`src/rtl/mem_arbiter.sv`:
```
// mem_arbiter: shares one slow-memory port between the I-cache and the D-cache.
// Simultaneous requests are resolved round-robin. Memory strobes, address and
// write data are registered at the grant edge and held until mem_ready.
// Ready and read data back to the caches are combinational.
module mem_arbiter #(
  parameter int ADDR_W = 28,
  parameter int LINE_W = 128
) (
  input  logic              clk,
  input  logic              rst_n,
  // I-cache side
  input  logic              mem_read_I,
  input  logic              mem_write_I,
  input  logic [ADDR_W-1:0] mem_addr_I,
  input  logic [LINE_W-1:0] mem_wdata_I,
  output logic [LINE_W-1:0] mem_rdata_I,
  output logic              mem_ready_I,
  // D-cache side
  input  logic              mem_read_D,
  input  logic              mem_write_D,
  input  logic [ADDR_W-1:0] mem_addr_D,
  input  logic [LINE_W-1:0] mem_wdata_D,
  output logic [LINE_W-1:0] mem_rdata_D,
  output logic              mem_ready_D,
  // memory side
  output logic              mem_read,
  output logic              mem_write,
  output logic [ADDR_W-1:0] mem_addr,
  output logic [LINE_W-1:0] mem_wdata,
  input  logic [LINE_W-1:0] mem_rdata,
  input  logic              mem_ready
);

  typedef enum logic [1:0] {
    IDLE   = 2'd0,
    BUSY_I = 2'd1,
    BUSY_D = 2'd2
  } state_t;

  state_t              r_state;
  logic                r_prio;   // 0: D preferred, 1: I preferred
  logic                r_read;
  logic                r_write;
  logic [ADDR_W-1:0]   r_addr;
  logic [LINE_W-1:0]   r_wdata;

  logic                w_act_I;
  logic                w_act_D;
  logic                w_grant_I;
  logic                w_grant_D;

  // A side is active on read or write; a read+write pair is treated as a write.
  assign w_act_I   = mem_read_I | mem_write_I;
  assign w_act_D   = mem_read_D | mem_write_D;
  assign w_grant_D = w_act_D & (~w_act_I | ~r_prio);
  assign w_grant_I = w_act_I & ~w_grant_D;

  // Arbitration FSM: grant in IDLE, hold captured request until mem_ready.
  always_ff @(posedge clk or negedge rst_n) begin
    if (!rst_n) begin
      r_state <= IDLE;
      r_prio  <= 1'b0;
      r_read  <= 1'b0;
      r_write <= 1'b0;
      r_addr  <= '0;
      r_wdata <= '0;
    end else begin
      case (r_state)
        IDLE: begin
          if (w_grant_D) begin
            r_state <= BUSY_D;
            r_prio  <= 1'b1;
            r_write <= mem_write_D;
            r_read  <= mem_read_D & ~mem_write_D;
            r_addr  <= mem_addr_D;
            r_wdata <= mem_wdata_D;
          end else if (w_grant_I) begin
            r_state <= BUSY_I;
            r_prio  <= 1'b0;
            r_write <= mem_write_I;
            r_read  <= mem_read_I & ~mem_write_I;
            r_addr  <= mem_addr_I;
            r_wdata <= mem_wdata_I;
          end
        end
        BUSY_I, BUSY_D: begin
          // Completion forces at least one IDLE cycle before the next grant.
          if (mem_ready) begin
            r_state <= IDLE;
            r_read  <= 1'b0;
            r_write <= 1'b0;
            r_addr  <= '0;
            r_wdata <= '0;
          end
        end
        default: begin
          r_state <= IDLE;
          r_read  <= 1'b0;
          r_write <= 1'b0;
          r_addr  <= '0;
          r_wdata <= '0;
        end
      endcase
    end
  end

  assign mem_read    = r_read;
  assign mem_write   = r_write;
  assign mem_addr    = r_addr;
  assign mem_wdata   = r_wdata;

  // Completion is routed to the owner only; read data is shared and qualified by ready.
  assign mem_ready_I = (r_state == BUSY_I) & mem_ready;
  assign mem_ready_D = (r_state == BUSY_D) & mem_ready;
  assign mem_rdata_I = mem_rdata;
  assign mem_rdata_D = mem_rdata;

endmodule

```
`config.mk`:
```
export PLATFORM = sky130hd
export DESIGN_NAME = mem_arbiter
export DESIGN_NICKNAME = d
export VERILOG_FILES = /design/src/rtl/mem_arbiter.sv
export SDC_FILE = /design/constraint.sdc
export NUM_CORES = 1
export LEC_CHECK = 0
export ABC_CLOCK_PERIOD_IN_PS = 2400
export BUFFER_PORTS_ARGS = -buffer_cell sky130_fd_sc_hd__buf_2
export CAP_MARGIN = 20
export CELL_PAD_IN_SITES_DETAIL_PLACEMENT = 0
export CELL_PAD_IN_SITES_GLOBAL_PLACEMENT = 1
export CORE_AREA = 2 2 340 342
export CTS_BUF_LIST = sky130_fd_sc_hd__clkbuf_4
export DETAILED_ROUTE_END_ITERATION = 10
export DIE_AREA = 0 0 342 344
export PLACE_DENSITY_LB_ADDON = 0.1
export SYNTH_ARGS = -nofsm -noshare
export SYNTH_HDL_FRONTEND = slang
export SYNTH_SLANG_ARGS = --single-unit
```
`constraint.sdc`:
```
create_clock -name clk -period 2.4 [get_ports clk]
set_input_delay 0.24 -clock clk [delete_from_list [all_inputs] [get_ports clk]]
set_output_delay 0.24 -clock clk [all_outputs]
set_load 0.01 [all_outputs]
```
==> load_flow_metrics.sql, run 1 <==
INSERT INTO impl_metrics (metric_group, metric, value, unit) VALUES
('setup_path', 'critical_path_peak_fanout', '20', ''),
('synthesis', 'post-synth-top-count-cell', 'inv_1', ''),
('setup_path', 'critical_path_required', '3.09', 'ns'),
('synthesis', 'yosysTopAreaCell', 'dfrtp_1', ''),
('drt', 'route.met2.wl', '33.3', 'mm'),
('setup_path', 'worstReg2RegEnd', 'mem_wdata[116]$_DFFE_PN0P_', ''),
('synthesis', 'postSynthCellCount', '1353', ''),
('synthesis', 'synthArstFlopShare', '1.00', ''),
('sta', 'setup_violations_final', '0', ''),
('synthesis', 'synth_seq_cells', '161', ''),
('setup_path', 'cpMaxStageDelayCell', 'dlygate4sd3_1', ''),
('sta', 'final-max-slew-violation-count', '0', ''),
('drt', 'detailedRoute.firstPassIterationCount', '4', ''),
('final_layout', 'finish.net_count', '2294', ''),
('global_route', 'largest_net_degree_at_the_start_of_global_routing', '98', ''),
('global_route', 'grt_first_pass_wirelength', '96.8', 'mm'),
('drt', 'detailroute.via_count', '11600', ''),
('global_route', 'groute.usage.overall', '0.115', ''),
('sta', 'worst_clock_skew', '0.0351', 'ns'),
('power_and_ir_drop', 'power.density', '898', 'nW/um^2'),
('min_path', 'timing.hold.worst.start', 'mem_wdata_D[113]', ''),
('synthesis', 'ys_seq_area_frac', '0.325', ''),
('die', 'floorplan.initialDensity', '0.109', ''),
('setup_path', 'crit_buf_inv', '3', ''),
('drt', 'top_layer_used', 'met5', ''),
('global_route', 'total_congestion_overflow', '0', ''),
('drt', 'remaining_drc_errors', '0', ''),
('setup_path', 'worst-r2r-cell-count', '7', ''),
('drt', 'finalWirelength', '68.7', 'mm'),
('outcome', 'outcome', 'finished, final reports clean', ''),
('drt', 'vias_per_cell', '3.45', ''),
('placement', 'place.port_buffers', '478', ''),
('setup_path', 'crit_family', 'buffers and inverters', ''),
('placement', 'hpwlAfterDp', '47.0', 'mm'),
('cts', 'clock_tree_from_tritoncts', 'built', ''),
('cts', 'cts_sinks', '161', ''),
('synthesis', 'synthDistinctLibCells', '34', ''),
('die', 'top_level_ports', '863', ''),
('drt', 'met1Wirelength', '29.5', 'mm'),
('die', 'fp-row-count', '124', ''),
('sta', 'final.hold.worst_slack', '0.255', 'ns'),
('setup_path', 'worstPathCellList', 'inv_1 > ha_4 > nor2b_1 > a31oi_4 > buf_12 > o221ai_1 > dlygate4sd3_1', ''),
('min_path', 'holdPathEnd', 'mem_wdata[113]$_DFFE_PN0P_', ''),
('drt', 'dr.first_iter.drc_count', '395', ''),
('global_route', 'grt_antenna_before_repair', '11', ''),
('drt', 'wl_met3', '4.19', 'mm'),
('synthesis', 'synth_flop_cell', 'dfrtp_1', ''),
('placement', 'finalWeightedCongestion', '0.697', ''),
('cts', 'insertion_delay', '0.79', 'ns'),
('die', 'floorplan.die_area', '118000', 'sq um'),
('sta', 'clock.fmax', '433', 'MHz'),
('setup_path', 'critPathKind', 'register to register', ''),
('setup_path', 'endpoint_kind', 'register', ''),
('power_and_ir_drop', 'power.ir.vdd_worst', '0.648', 'mV'),
('setup_path', 'critical_path_at', '3.00', 'ns'),
('die', 'core_area', '114000', 'sq um'),
('die', 'floorplan.die.width', '342', 'um'),
('drt', 'drt_wl_cell', '20.4', 'um'),
('power_and_ir_drop', 'power.leakage', '8.32', 'nW'),
('cts', 'clock_tree.root_cell', 'clkbuf_4', ''),
('synthesis', 'post_synth_main_area_contributors', 'dfrtp_1 (32%), buf_4 (17%), o221ai_2 (16%), inv_1 (9.5%), o21a_1 (9.4%)', ''),
('die', 'die_h', '344', 'um'),
('final_layout', 'post_route_cells_drive_above_1_share', '0.376', ''),
('setup_path', 'timing.rr.start', 'r_state[0]$_DFFE_PN0P_', ''),
('final_layout', 'flow.area_growth_from_synthesis', '48.4', '%'),
('sta', 'timing.final.crit_period', '2.31', 'ns'),
('setup_path', 'cp-start-kind', 'register', ''),
('final_layout', 'post-route-util', '0.162', ''),
('global_route', 'vias_in_the_first_global_route', '13000', ''),
('sta', 'worst_pin_slew', '0.875', 'ns'),
('min_path', 'timing.hold.worst_path_depth', '4', '');
==> through the flow <==
stage	instance area (sq um)	std cells	setup WS, ns
final	18400	3376	0.0907
after global routing	18400	3371	-0.000273
after CTS	18300	3367	0.0404
after detailed placement	14800	3009	0.392
after global placement	14800	3009	0.403
after floorplan	12400	1353	0.757
==> tightest hold or removal path, stage by stage <==
cell and delay, ns:
dlygate4sd3_1 0.53, buf_2 0.12, inv_1 0.06, o221ai_2 0.09
==> sequential cells by signal, summed over array words and instances (netlist names) <==
signal and count:
r_state 2, mem_wdata 128, mem_addr 28, mem_read 1, mem_write 1, r_prio 1
==> cell families (layout without fill, tap and decap cells) <==
family / Yosys count / after routing / share of synthesized area
AND/OR/NAND/NOR: 170 / 170 / 0.0863
flip-flops: 161 / 161 / 0.325
AO/OA/AOI/OAI: 326 / 326 / 0.279
buffers and inverters: 693 / 1197 / 0.307
adder cells (fa/ha/maj): 3 / 3 / 0.00303
other: 0 / 7 / 0
==> where the power goes <==
group          leakage, nW  switching, mW  internal (mW)
sequential            2.08          0.642           3.77
combinational         6.09           6.04           4.03
clock                0.146           1.40          0.627
==> routing by layer <==
layer | vias up | track usage
li1 | 5395 | -
met1 | 5683 | 0.140
met2 | 439 | 0.196
met3 | 127 | 0.0299
met4 | 2 | 0.0397
met5 | - | 0
==> timing repair <==
action,in CTS,in global routing
hold endpoints to repair,321,0
hold buffers,326,0
setup endpoints to repair,0,9
gates resized for setup,0,3
buffers inserted,0,1
==> placed cells by master (no fill, tap or decap), types with 2 or more instances in the layout <==
| cell | instances |
|---|---|
| o221ai_1 | 26 |
| buf_16 | 3 |
| o21ai_1 | 2 |
| and2_1 | 2 |
| a21oi_1 | 3 |
| clkbuf_4 | 17 |
| clkinv_4 | 3 |
| buf_6 | 2 |
| buf_12 | 22 |
| o221ai_2 | 130 |
| dlygate4sd3_1 | 325 |
| ha_1 | 2 |
| nand4_1 | 157 |
| buf_2 | 475 |
| inv_6 | 2 |
| diode_2 | 7 |
| inv_1 | 314 |
| clkinvlp_4 | 4 |
| dfrtp_1 | 161 |
| bufinv_16 | 2 |
| clkinv_2 | 3 |
| o21a_1 | 156 |
| buf_4 | 22 |
==> how the worst max path moves through the flow <==
stage,to,depth (start not counted),slack [ns],startpoint
final,mem_wdata[116]$_DFFE_PN0P_,7,0.09,r_state[0]$_DFFE_PN0P_
after global placement,mem_wdata[36]$_DFFE_PN0P_,7,0.40,r_state[0]$_DFFE_PN0P_
after CTS,mem_addr[7]$_DFFE_PN0P_,7,0.04,r_state[0]$_DFFE_PN0P_
after global routing,mem_addr[5]$_DFFE_PN0P_,7,-0.0003,r_state[0]$_DFFE_PN0P_
after detailed placement,mem_addr[15]$_DFFE_PN0P_,7,0.39,r_state[0]$_DFFE_PN0P_
after floorplan,mem_wdata[100]$_DFFE_PN0P_,7,0.76,r_state[0]$_DFFE_PN0P_
==> layout make-up <==
type / instances / area (sq um)
Fill cell: 13100 / 95500
Timing Repair Buffer: 851 / 6380
Multi-Input combinational cell: 499 / 4610
Sequential cell: 161 / 4030
Tap cell: 1512 / 1890
Inverter: 314 / 1180
Clock inverter: 15 / 160
Clock buffer: 17 / 128
Antenna cell: 7 / 17.5
(Power assumes the default switching activity.)
==> run 2, diff against run 1 <==
--- a/config.mk
+++ b/config.mk
@@ -14,7 +14,7 @@
 export CTS_BUF_LIST = sky130_fd_sc_hd__clkbuf_4
 export DETAILED_ROUTE_END_ITERATION = 10
 export DIE_AREA = 0 0 342 344
-export PLACE_DENSITY_LB_ADDON = 0.1
+export PLACE_DENSITY = 0.35
 export SYNTH_ARGS = -nofsm -noshare
 export SYNTH_HDL_FRONTEND = slang
 export SYNTH_SLANG_ARGS = --single-unit
==> run 2 against run 1 <==
Compared with the run above:
- clock power about the same
- first-iteration DRC count shrank 11%
- highest routed layer unchanged
- wire length decreased by 6.2%
- maximum frequency rose by 6.7%
==> load_flow_metrics.sql, run 2 (synthesis gave the netlist of run 1 again) <==
INSERT INTO impl_metrics (metric_group, metric, value, unit) VALUES
('cts', 'insertion_delay', '0.80', 'ns'),
('global_route', 'largest_net_degree_at_the_start_of_global_routing', '103', ''),
('cts', 'clock_tree.root_cell', 'clkbuf_4', ''),
('sta', 'final.hold.worst_slack', '0.218', 'ns'),
('min_path', 'holdPathEnd', 'mem_read$_DFFE_PN0P_', ''),
('setup_path', 'timing.critical_path.from', 'r_state[0]$_DFFE_PN0P_', ''),
('setup_path', 'cp-start-kind', 'register', ''),
('min_path', 'hold_crit_path_type', 'input pin to register', ''),
('global_route', 'grt_first_pass_wirelength', '91.0', 'mm'),
('placement', 'finalWeightedCongestion', '0.702', ''),
('power_and_ir_drop', 'power.ir.vdd_worst', '1.15', 'mV'),
('power_and_ir_drop', 'power.density', '869', 'nW/um^2'),
('cts', 'cts_sinks', '161', ''),
('global_route', 'global_route.usage.met1', '0.129', ''),
('setup_path', 'cp_slowest_stage_delay', '0.55', 'ns'),
('die', 'floorplan.die.width', '342', 'um'),
('cts', 'post_cts_resize_count', '0', ''),
('setup_path', 'endpoint_kind', 'register', ''),
('sta', 'worst_pin_slew', '0.687', 'ns'),
('sta', 'setup_violations_final', '0', ''),
('drt', 'remaining_drc_errors', '0', ''),
('final_layout', 'largest_register_ff_count', '128', ''),
('cts', 'post_cts_setup_inserts', '0', ''),
('sta', 'final-max-slew-violation-count', '0', ''),
('drt', 'vias_per_cell', '3.43', ''),
('die', 'floorplan.die_area', '118000', 'sq um'),
('setup_path', 'worstReg2RegEnd', 'mem_write$_DFFE_PN0P_', ''),
('setup_path', 'crit_family', 'buffers and inverters', ''),
('die', 'fp-row-count', '124', ''),
('job', 'timing.max_cap.violations', '0', ''),
('setup_path', 'worstPathCellList', 'inv_1 > ha_4 > nand2b_4 > buf_12 > nand3_1 > o2bb2ai_1 > dlygate4sd3_1', ''),
('drt', 'finalWirelength', '64.5', 'mm'),
('drt', 'detail-route-antenna-nets', '0', ''),
('final_layout', 'layout_cell_area_excl_fill', '18400', 'sq um'),
('global_route', 'groute.usage.overall', '0.107', ''),
('setup_path', 'timing.rr.start', 'r_state[0]$_DFFE_PN0P_', ''),
('final_layout', 'post_route_cells_drive_above_1_share', '0.371', ''),
('drt', 'dr.first_iter.drc_count', '350', ''),
('global_route', 'grtUsageMet2', '0.179', ''),
('cts', 'cts_hold_buffers', '336', ''),
('setup_path', 'critical_path_at', '2.92', 'ns'),
('setup_path', 'critical_path_required', '3.16', 'ns'),
('global_route', 'grt_util_met3', '0.0317', ''),
('die', 'floorplan.initialDensity', '0.109', ''),
('global_route', 'grt_antenna_before_repair', '10', ''),
('sta', 'finalSetupTns', '0', 'ns'),
('power_and_ir_drop', 'power.leakage', '8.28', 'nW'),
('placement', 'place.port_buffers', '478', ''),
('drt', 'drt_wl_cell', '19.1', 'um'),
('setup_path', 'regToRegSetupSlack', '0.24', 'ns'),
('min_path', 'timing.hold.worst.start', 'mem_read_I', ''),
('final_layout', 'flow.area_growth_from_synthesis', '48.3', '%'),
('power_and_ir_drop', 'total_power', '16.0', 'mW'),
('sta', 'final_min_period_over_clock_period', '0.902', ''),
('die', 'top_level_ports', '863', ''),
('die', 'die_h', '344', 'um'),
('drt', 'detailroute.via_count', '11600', ''),
('placement', 'hpwlAfterDp', '44.8', 'mm'),
('final_layout', 'fillers', '13000', ''),
('global_route', 'total_congestion_overflow', '0', ''),
('cts', 'clockBufferDepth', '2', ''),
('setup_path', 'worst-r2r-cell-count', '7', ''),
('final_layout', 'finish.net_count', '2296', ''),
('sta', 'worst_clock_skew', '0.0355', 'ns'),
('setup_path', 'critPathKind', 'register to register', ''),
('setup_path', 'cpMaxStageDelayCell', 'dlygate4sd3_1', ''),
('setup_path', 'crit_buf_inv', '3', ''),
('final_layout', 'layout.cells.most_common', 'buf_2', ''),
('sta', 'timing.slew.headroom', '0.542', ''),
('sta', 'clock.fmax', '462', 'MHz'),
('cts', 'clock_h_tree_levels', '4', ''),
('global_route', 'vias_in_the_first_global_route', '12800', ''),
('final_layout', 'commonest_cells_after_routing_fill_and_taps_aside', 'buf_2 (475), dlygate4sd3_1 (335), inv_1 (314), dfrtp_1 (161), nand4_1 (157)', ''),
('cts', 'cts_made_buffers', '17', ''),
('placement', 'postPlaceCellArea', '14700', 'sq um'),
('setup_path', 'critical_path_peak_fanout', '79', ''),
('cts', 'clkSlewWorstSetupHoldPaths', '0.20', 'ns'),
('global_route', 'grt_most_used_layer', 'met2', ''),
('drt', 'detailedRoute.firstPassIterationCount', '6', ''),
('sta', 'setup_repair_after_global_routing_missed_its_margin', 'false', ''),
('sta', 'timing.final.crit_period', '2.16', 'ns'),
('min_path', 'timing.hold.worst_path_depth', '4', ''),
('outcome', 'outcome', 'finished, final reports clean', ''),
('cts', 'clock_tree_from_tritoncts', 'built', ''),
('die', 'core_area', '114000', 'sq um'),
('sta', 'hold_viol_final', '0', '');
run 2: worst max path at each step:
stage                                 end  slack (ns)  cells past startpoint
6_report            mem_write$_DFFE_PN0P_        0.24                      7
4_1_cts                       mem_ready_D        0.09                      4
5_1_grt                       mem_ready_D        0.08                      4
3_5_place_dp   mem_wdata[123]$_DFFE_PN0P_        0.30                      7
3_3_place_gp   mem_wdata[125]$_DFFE_PN0P_        0.34                      7
2_1_floorplan  mem_wdata[100]$_DFFE_PN0P_        0.76                      7
run 2: layout make-up:
cell class                 instances  area [sq um]  share of cell area
antenna                            6          15.0            0.000817
clock buffer                      18           135             0.00735
clock inverter                    14           145             0.00789
inverter                         314          1180              0.0641
multi-input combinational        499          4610               0.250
sequential                       161          4030               0.219
tap                             1512          1890               0.103
timing repair buffer             853          6390               0.347
run 2: stage by stage:
step           worst slack (ns)  utilization  std cells
2_1_floorplan             0.757            -       1353
3_3_place_gp              0.343        0.129       3003
3_5_place_dp              0.297        0.129       3003
4_1_cts                  0.0877        0.161       3371
5_1_grt                  0.0825        0.161       3372
6_report                  0.235        0.161       3377
run 2: report_power, final:
part	internal, mW	total, mW	switching, mW
logic	3.71	9.60	5.89
registers	3.77	4.38	0.603
clock network	0.562	2.00	1.44
run 2: worst register-to-register path, delay by kind of cell (launching register included):
| family | cells | cell delay [ns] |
|---|---|---|
| AO/OA/AOI/OAI | 1 | 0.14 |
| adder cells (fa/ha/maj) | 1 | 0.24 |
| buffers and inverters | 3 | 1.06 |
| flip-flops | 1 | 0.43 |
| AND/OR/NAND/NOR | 2 | 0.28 |
run 2: routing by layer:
metal,vias to the layer above,wire (um)
met4,4,1750
met5,-,28
met3,141,4250
li1,5400,-
met1,5580,27700
met2,448,30700
==> run 3, diff against run 2 <==
--- a/config.mk
+++ b/config.mk
@@ -5,7 +5,7 @@
 export SDC_FILE = /design/constraint.sdc
 export NUM_CORES = 1
 export LEC_CHECK = 0
-export ABC_CLOCK_PERIOD_IN_PS = 2400
+export ABC_CLOCK_PERIOD_IN_PS = 2080
 export BUFFER_PORTS_ARGS = -buffer_cell sky130_fd_sc_hd__buf_2
 export CAP_MARGIN = 20
 export CELL_PAD_IN_SITES_DETAIL_PLACEMENT = 0
==> constraint.sdc (replaced) <==
create_clock -name clk -period 2.08 [get_ports clk]
set_input_delay 0.208 -clock clk [delete_from_list [all_inputs] [get_ports clk]]
set_output_delay 0.208 -clock clk [all_outputs]
set_load 0.01 [all_outputs]
==> run 3 against run 2 <==
Compared with the run above:
- flip-flop and latch count unchanged
- wire length increased by 1.1%
- clock skew decreased by 0.00077 ns
- critical path depth increased by 3
- largest cell class unchanged
==> load_flow_metrics.sql, run 3 (synthesis gave the netlist of run 1 again) <==
INSERT INTO impl_metrics (metric_group, metric, value, unit) VALUES
('die', 'floorplan.die_area', '118000', 'sq um'),
('sta', 'final-max-slew-violation-count', '0', ''),
('cts', 'clockBufferDepth', '2', ''),
('final_layout', 'commonest_cells_after_routing_fill_and_taps_aside', 'buf_2 (473), dlygate4sd3_1 (325), inv_1 (312), dfrtp_1 (161), nand4_1 (157)', ''),
('final_layout', 'post-route-util', '0.167', ''),
('setup_path', 'critical_path_required', '2.75', 'ns'),
('sta', 'worst_clock_skew', '0.0348', 'ns'),
('global_route', 'total_congestion_overflow', '0', ''),
('sta', 'setup_violations_final', '0', ''),
('min_path', 'hold_crit_path_type', 'input pin to register', ''),
('sta', 'finalSetupTns', '0', 'ns'),
('sta', 'timing.slew.headroom', '0.690', ''),
('cts', 'clock_tree.root_cell', 'clkbuf_4', ''),
('cts', 'cts_made_buffers', '17', ''),
('global_route', 'grt_antenna_before_repair', '11', ''),
('placement', 'finalWeightedCongestion', '0.743', ''),
('cts', 'clock_tree_from_tritoncts', 'built', ''),
('die', 'fp-row-count', '124', ''),
('final_layout', 'flow.area_growth_from_synthesis', '53.3', '%'),
('cts', 'clkSlewWorstSetupHoldPaths', '0.18', 'ns'),
('cts', 'insertion_delay', '0.77', 'ns'),
('final_layout', 'post_route_cells_drive_above_1_share', '0.398', ''),
('final_layout', 'layout_cell_area_excl_fill', '19000', 'sq um'),
('final_layout', 'layout.cells.most_common', 'buf_2', ''),
('placement', 'place.port_buffers', '478', ''),
('drt', 'finalWirelength', '65.2', 'mm'),
('setup_path', 'critical_path_at', '2.64', 'ns'),
('global_route', 'groute.usage.overall', '0.107', ''),
('final_layout', 'fillers', '12900', ''),
('power_and_ir_drop', 'power.density', '1030', 'nW/um^2'),
('global_route', 'vias_in_the_first_global_route', '13100', ''),
('sta', 'worst_pin_slew', '0.466', 'ns'),
('sta', 'final.hold.worst_slack', '0.255', 'ns'),
('drt', 'dr.first_iter.drc_count', '435', ''),
('die', 'core_area', '114000', 'sq um'),
('power_and_ir_drop', 'total_power', '19.6', 'mW'),
('final_layout', 'finish.net_count', '2351', ''),
('drt', 'detailedRoute.firstPassIterationCount', '5', ''),
('die', 'floorplan.die.width', '342', 'um'),
('drt', 'vias_per_cell', '3.44', ''),
('final_layout', 'final_cell_count_no_fill', '3434', ''),
('placement', 'dpl.cell_count', '3048', ''),
('die', 'floorplan.initialDensity', '0.109', ''),
('die', 'die_h', '344', 'um'),
('global_route', 'largest_net_degree_at_the_start_of_global_routing', '60', ''),
('setup_path', 'critPathKind', 'register to register', ''),
('die', 'top_level_ports', '863', ''),
('setup_path', 'critical_path_peak_fanout', '8', ''),
('setup_path', 'endpoint_kind', 'register', ''),
('placement', 'hpwlAfterDp', '48.5', 'mm'),
('cts', 'clock_h_tree_levels', '4', ''),
('job', 'timing.max_cap.violations', '0', ''),
('global_route', 'grt_first_pass_wirelength', '91.5', 'mm'),
('placement', 'place_worst_setup_slack', '0.0445', 'ns'),
('drt', 'remaining_drc_errors', '0', ''),
('sta', 'hold_viol_final', '0', ''),
('setup_path', 'cp-start-kind', 'register', ''),
('drt', 'drt_wl_cell', '19.0', 'um'),
('sta', 'clock.fmax', '508', 'MHz'),
('sta', 'timing.final.crit_period', '1.97', 'ns'),
('drt', 'detailroute.via_count', '11800', ''),
('power_and_ir_drop', 'power.ir.vdd_worst', '0.574', 'mV'),
('cts', 'cts_sinks', '161', ''),
('sta', 'final_min_period_over_clock_period', '0.946', ''),
('outcome', 'outcome', 'finished, final reports clean', ''),
('sta', 'setup_repair_after_global_routing_missed_its_margin', 'true', ''),
('sta', 'setup_ws', '0.112', 'ns'),
('placement', 'postPlaceCellArea', '15100', 'sq um'),
('power_and_ir_drop', 'power.leakage', '8.62', 'nW'),
('final_layout', 'largest_register_ff_count', '128', ''),
('drt', 'detail-route-antenna-nets', '0', '');
==> run 3: worst max-delay path, stage by stage (launching register included) <==
cell      delay [ns]
dfrtp_1         0.42
inv_2           0.08
buf_12          0.13
ha_4            0.24
nor2b_4         0.14
a31oi_4         0.17
buf_6           0.14
buf_12          0.13
buf_12          0.15
buf_4           0.15
o221ai_1        0.11
==> run 3: layer usage <==
metal,share of wire,track usage,wire (um),up-vias
met2,0.48,0.180,31500,468
met5,0.00063,0,41,-
met1,0.42,0.127,27400,5683
met4,0.026,0.0377,1730,6
li1,-,-,-,5507
met3,0.069,0.0344,4480,146
==> run 3: layout make-up <==
type	instances	area, sq um	area share
repair buffers	908	6970	0.367
multi-input cells	499	4640	0.244
flip-flops and latches	161	4030	0.212
well taps	1512	1890	0.0995
inverters	314	1180	0.0620
clock buffers	19	143	0.00750
clock inverters	13	134	0.00704
diodes	8	20.0	0.00105
==> run 3: worst paths after layout <==
path	cells after the start	end	slack [ns]	from
max in group asynchronous	4	mem_wdata[35]$_DFFE_PN0P_	1.13	rst_n
min in group asynchronous	4	mem_wdata[80]$_DFFE_PN0P_	0.61	rst_n
hold reg to reg	1	mem_read$_DFFE_PN0P_	0.52	mem_read$_DFFE_PN0P_
setup / recovery	10	mem_addr[2]$_DFFE_PN0P_	0.11	r_state[0]$_DFFE_PN0P_
hold / removal	4	mem_wdata[91]$_DFFE_PN0P_	0.26	mem_wdata_D[91]
setup reg to reg	10	mem_addr[2]$_DFFE_PN0P_	0.11	r_state[0]$_DFFE_PN0P_
==> run 3: report_power, final <==
| group | switching, mW | internal (mW) | leakage, nW | total [mW] |
|---|---|---|---|---|
| Sequential | 0.763 | 4.36 | 2.08 | 5.12 |
| Combinational | 6.98 | 5.21 | 6.38 | 12.2 |
| Clock | 1.52 | 0.739 | 0.151 | 2.26 |
==> run 3: timing repair <==
action,CTS,global route
resized for setup,10,12
buffers inserted,7,11
hold buffers,326,0
hold endpoints to repair,321,0
endpoints found under the setup margin,7,117
cloned,0,2
